File: config.mk
export PLATFORM = sky130hd
export DESIGN_NAME = axis_monitor
export DESIGN_NICKNAME = d
export VERILOG_FILES = /design/src/rtl/axis_monitor.sv
export SDC_FILE = /design/constraint.sdc
export NUM_CORES = 1
export LEC_CHECK = 0
export CAP_MARGIN = 20
export CORE_UTILIZATION = 64
export CTS_CLUSTER_SIZE = 12
export DETAILED_ROUTE_END_ITERATION = 10
export DONT_BUFFER_PORTS = 1
export HOLD_SLACK_MARGIN = 0.15
export PLACE_DENSITY = 0.8
export SLEW_MARGIN = 10
export SYNTH_ARGS = -nofsm -noshare
export SYNTH_HDL_FRONTEND = slang
export SYNTH_SLANG_ARGS = --single-unit
File: constraint.sdc
create_clock -name i_aclk -period 3.85 [get_ports i_aclk]
set_clock_uncertainty 0.2 [all_clocks]
set_input_delay 0.1925 -clock i_aclk [delete_from_list [all_inputs] [get_ports i_aclk]]
set_output_delay 0.1925 -clock i_aclk [all_outputs]
set_load 0.005 [all_outputs]
File: src/rtl/axis_monitor.sv
// Passive AXI-Stream protocol monitor: per-TDEST byte/packet counters,
// stall-run tracking and sticky protocol error flags.
module axis_monitor #(
  parameter int C_AXIS_DATA_WIDTH = 32,
  parameter int C_AXIS_DEST_WIDTH = 2,
  parameter int F_MAX_PACKET      = 0,
  parameter int F_MIN_PACKET      = 0,
  parameter int F_MAX_STALL       = 0,
  parameter int LGCOUNT           = 16
) (
  input  logic                         i_aclk,
  input  logic                         i_aresetn,
  input  logic                         i_tvalid,
  input  logic                         i_tready,
  input  logic                         i_tlast,
  input  logic [C_AXIS_DATA_WIDTH-1:0] i_tdata,
  input  logic [C_AXIS_DATA_WIDTH/8-1:0] i_tkeep,
  input  logic [C_AXIS_DATA_WIDTH/8-1:0] i_tstrb,
  input  logic [C_AXIS_DEST_WIDTH-1:0] i_tdest,
  input  logic                         i_clear,
  input  logic [C_AXIS_DEST_WIDTH-1:0] i_sel,
  output logic [5:0]                   o_err,
  output logic [C_AXIS_DEST_WIDTH-1:0] o_err_dest,
  output logic [LGCOUNT-1:0]           o_sel_bytes,
  output logic [LGCOUNT-1:0]           o_sel_pkts,
  output logic [LGCOUNT-1:0]           o_stall
);

  localparam int NB  = C_AXIS_DATA_WIDTH / 8;
  localparam int NCH = 2 ** C_AXIS_DEST_WIDTH;
  localparam logic [LGCOUNT-1:0] CNT_MAX   = '1;
  localparam logic [LGCOUNT:0]   MAX_PKT   = (LGCOUNT+1)'(F_MAX_PACKET);
  localparam logic [LGCOUNT:0]   MIN_PKT   = (LGCOUNT+1)'(F_MIN_PACKET);
  localparam logic [LGCOUNT-1:0] MAX_STALL = LGCOUNT'(F_MAX_STALL);

  logic [LGCOUNT-1:0] bytes_q [NCH];
  logic [LGCOUNT-1:0] pkts_q  [NCH];

  logic                         prev_stall;
  logic                         after_reset;
  logic                         prev_last;
  logic [C_AXIS_DEST_WIDTH-1:0] prev_dest;
  logic [NB-1:0]                prev_keep;
  logic [NB-1:0]                prev_strb;
  logic [C_AXIS_DATA_WIDTH-1:0] prev_data;

  logic               hs;
  logic               stall;
  logic [LGCOUNT:0]   vbytes;
  logic [LGCOUNT:0]   sum;
  logic               data_chg;
  logic [5:0]         det;

  assign hs    = i_tvalid && i_tready;
  assign stall = i_tvalid && !i_tready;

  assign o_sel_bytes = bytes_q[i_sel];
  assign o_sel_pkts  = pkts_q[i_sel];

  // NOTE: every variable written in always_comb gets a default first, so no latch is inferred.
  always_comb begin
    vbytes   = '0;
    data_chg = 1'b0;
    if (i_tvalid) begin
      for (int i = 0; i < NB; i++)
        vbytes = vbytes + {{LGCOUNT{1'b0}}, i_tkeep[i] & i_tstrb[i]};
    end
    // Only bytes that were kept while stalled must hold their value.
    for (int i = 0; i < NB; i++)
      if (prev_keep[i] && (i_tdata[8*i +: 8] != prev_data[8*i +: 8]))
        data_chg = 1'b1;
    sum = {1'b0, bytes_q[i_tdest]} + vbytes;

    det    = '0;
    det[0] = prev_stall && (!i_tvalid || (i_tlast != prev_last) || (i_tdest != prev_dest) ||
                            (i_tkeep != prev_keep) || (i_tstrb != prev_strb) || data_chg);
    det[1] = i_tvalid && ((i_tstrb & ~i_tkeep) != '0);
    det[2] = hs && (F_MAX_PACKET > 0) && (sum > MAX_PKT);
    det[3] = hs && i_tlast && (F_MIN_PACKET > 0) && (sum < MIN_PKT);
    det[4] = (F_MAX_STALL > 0) && (o_stall >= MAX_STALL);
    det[5] = after_reset && i_tvalid;
  end

  // NOTE: the counter arrays are small register files, so they are reset like any other state.
  always_ff @(posedge i_aclk) begin
    if (!i_aresetn) begin
      for (int c = 0; c < NCH; c++) begin
        bytes_q[c] <= '0;
        pkts_q[c]  <= '0;
      end
      o_stall     <= '0;
      o_err       <= '0;
      o_err_dest  <= '0;
      prev_stall  <= 1'b0;
      after_reset <= 1'b1;
    end else begin
      after_reset <= 1'b0;
      prev_stall  <= stall;

      if (hs) begin
        if (i_tlast) begin
          bytes_q[i_tdest] <= '0;
          pkts_q[i_tdest]  <= pkts_q[i_tdest] + LGCOUNT'(1);
        end else begin
          bytes_q[i_tdest] <= sum[LGCOUNT] ? CNT_MAX : sum[LGCOUNT-1:0];
        end
      end

      if (!stall)
        o_stall <= '0;
      else if (o_stall != CNT_MAX)
        o_stall <= o_stall + LGCOUNT'(1);

      // A fresh detection overrides a simultaneous clear.
      o_err <= (i_clear ? 6'b0 : o_err) | det;
      if ((det != '0) && ((o_err == '0) || i_clear))
        o_err_dest <= i_tdest;
      else if (i_clear)
        o_err_dest <= '0;
    end
  end

  // Previous-beat history needs no reset: it is only consulted while prev_stall is set.
  always_ff @(posedge i_aclk) begin
    prev_last <= i_tlast;
    prev_dest <= i_tdest;
    prev_keep <= i_tkeep;
    prev_strb <= i_tstrb;
    prev_data <= i_tdata;
  end

endmodule

==> impl_results.md <==
* Clk_lat worst skew at 0.44 ns
* Final #Nets at 840
* Critical Path RT at 3.81 ns
* Clock buffer depth at 2
* Busiest grt layer: met2
* Routed wire length per instance at 22.24 um
* Port Buf Inserts at 0
* Max-cap violations at 0
* Die area at 15030 um2
* H-tree Lvls at 4
* Post-synthesis adder-cell area fraction at 1.371%
* Initial Utilization at 66.28%
* Root buf cell: clkbuf_16
* Run status: complete, no violations
* Vias per cell at 6.434
* Sequential power share at 52.0%
* Area grow syn2layout at 13.90%
* P_leak at 3.767 nW
* Hold_ws at 0.1565 ns
* Critical path class: primary input to flop
* Final period util at 81.85%
* Multiplexer share of the synthesized area at 16.56%
* Yosys warning total at 0
* Logic gate share of total power at 9.9%
* RSZ-0062 raised after global routing: no
* Sw Ratio at 22.48%
* Seq/Total Area, Yosys at 55.49%
* Largest net degree at the start of global routing at 33
* Peak Freq at 317.3 MHz
* Hold_buf cts at 62
* Placed cells at 880
* TritonCTS clock tree: built
* GR Util met2 at 53.37%
* Worst hold-check path type: primary input to flop
* Initial DRC count at 578
* Post-Route WL at 21660 um
* Die H at 122.6 um
* Die W at 122.6 um
* Via count of the routed design at 6267
* Cells after Synth at 730
* Synth Area in Simple Gates at 14.80%
* Post-synth cell types at 49
* Final hold violation count at 0
* Fin cells at 974
* Final setup vio count at 0
* First-pass GRT wire length at 33950 um
* Total power at 4.516 mW
* Reg2Reg Depth at 9
* Post-synth top area share at 41.30%
* ANT cells at 0
* Num CTS Buffers at 17
* DP HPWL at 13000 um
* Routing usage on met1 at 36.62%
* Core Footprint at 14040 um2
* Max_slew headroom at 27.68%
* Slew Limit Fails at 0
* CTS clk-pin slew, worst paths at 0.07 ns
* EDFF count, synth at 128
* Cts repair resizes at 0
* Synth Area in Compound Gates at 2.527%
* Met3 usage at 7.714%
* Synth top area cells: edfxtp_1 (41%), mux4_2 (14%), dfxtp_1 (14%), nor2_1 (5.9%), xnor2_1 (5.8%)
* Final ANT Viol Nets at 0
* Least-Margin Pin Slew at 1.075 ns
* Cell row count at 43
* Layout cells sized above 1 at 12.97%
* Crit path launch type: primary input
* CTS sink count at 194
* RePlAce Congestion at 0.9566
* Leading area contributor after synthesis: edfxtp_1
* Ys async rst share at 0%
* Fill cell count at 894
* CP max FO at 21
* Initial DRT Pass Iterations at 5
* Ys flop type: edfxtp_1
* Crit path capture type: flop
* VDD IR max at 382.7 uV
* Global route overflow at 0
* Fin Setup TNS at 0 ns
* Post-layout min period at 3.151 ns
* Initial antenna violation count at 0
* Clk pwr share at 38.1%
* Worst EP arrival at 3.11 ns
* Top Ports at 106
* Int Power at 3.501 mW
* PD cells at 426.0 nW/um2
* NetSw at 1.015 mW
* Hold depth at 1
* Gr usage total at 31.02%
* Post-route DRC at 0
* FF+latch count, synth at 194
* Syn_area_per_cell at 12.75 um2
* Main combinational cell family by area after synthesis: multiplexers
* Mapped Area at 9308 um2
* Vias in the first global route at 6539
* Post-CTS Setup Bufs at 0
* Post-synthesis xor/xnor area fraction at 6.587%
flip-flops by register name, summed over array words and instances, names as in the netlist:
signal       flops
o_err_dest       2
o_err            3
prev_dest        2
bytes_q         64
prev_stall       1
prev_keep        4
o_stall         16
pkts_q          64
prev_last        1
prev_data       32
after_reset      1
prev_strb        4
cell families after synthesis:
logic type,after synthesis
compound gates,38
xor+xnor,70
fa+ha+maj,9
buf+inv,55
flops,194
mux,72
other cells,1
simple gates,291
metal layers:
metal	routed length (um)	up-vias
li1	-	2779
met1	8117	3141
met2	11290	291
met3	1568	56
met4	688	0
met5	0	-
critical path: stages:
cell	delay, ns
dlygate4sd3_1	0.62
buf_12	0.21
mux4_2	0.33
ha_1	0.25
fa_1	0.38
and2_1	0.20
o21ai_1	0.17
nor2_1	0.14
nand2_1	0.11
mux2i_1	0.40
nor2_1	0.11
cell type report:
type | count | area (um2) | share of cell area (%)
repair buffers | 66 | 660.6 | 6.232
inverters | 19 | 71.32 | 0.6727
multi-input cells | 483 | 3906 | 36.85
flip-flops and latches | 194 | 5165 | 48.72
clock inverters | 9 | 73.82 | 0.6963
clock buffers | 23 | 499.2 | 4.709
well taps | 180 | 225.2 | 2.124
placed cells by master (no fill, tap or decap), types with 8 or more instances in the layout:
cell and count:
nor2_1 146, edfxtp_1 128, dfxtp_1 66, xnor2_1 62, dlygate4sd3_1 61, mux4_2 59, nand2_1 37, nand4_1 22
inv_1 20, nand3_1 19, clkbuf_16 18, nor3_1 17, o21ai_0 11, nand2b_1 10, and2_1 9, xor2_1 8
cells in the mapped netlist, drive strengths merged (7+ instances only):
cell type  count
mux2i          7
ha             7
nand4         23
nand2b        10
a21oi          7
xnor2         62
nand2         38
nor3          20
edfxtp       128
nand3         19
and2           9
clkbuf        19
inv           19
nor2         146
dfxtp         66
mux4          64
o21ai         14
buf           17
xor2           8
path summary, 6_finish.rpt:
kind	start	endpoint	slack, ns
worst max-delay path	i_tdest[1]	bytes_q[0][12]$_SDFFCE_PN0P_	0.70
worst min-delay path	i_tdata[2]	prev_data[2]$_DFF_P_	0.16
worst max register to register	bytes_q[3][0]$_DFFE_PP_	bytes_q[0][12]$_SDFFCE_PN0P_	0.75
worst min register to register	prev_stall$_SDFF_PN0_	o_err[0]$_SDFF_PN0_	0.30
power by group through the flow:
| stage | logic, mW | clock network (mW) | registers [mW] |
|---|---|---|---|
| floorplan | 0.326 | 0 | 2.38 |
| finish | 0.445 | 1.72 | 2.35 |
| global route | 0.481 | 1.83 | 2.36 |
| global placement | 0.355 | 0 | 2.38 |
| CTS | 0.438 | 1.74 | 2.35 |
| detailed placement | 0.363 | 0 | 2.39 |
per-stage QoR:
| step | util, % | area (um2) | worst slack (ns) |
|---|---|---|---|
| floorplan | - | 9315 | 0.3210 |
| global placement | 66.93 | 9398 | 0.4307 |
| detailed placement | 66.93 | 9398 | 0.3359 |
| CTS | 75.50 | 10600 | 0.7444 |
| global route | 75.50 | 10600 | 0.5505 |
| finish | 75.50 | 10600 | 0.6989 |
Power figures use the tool's default switching activity.
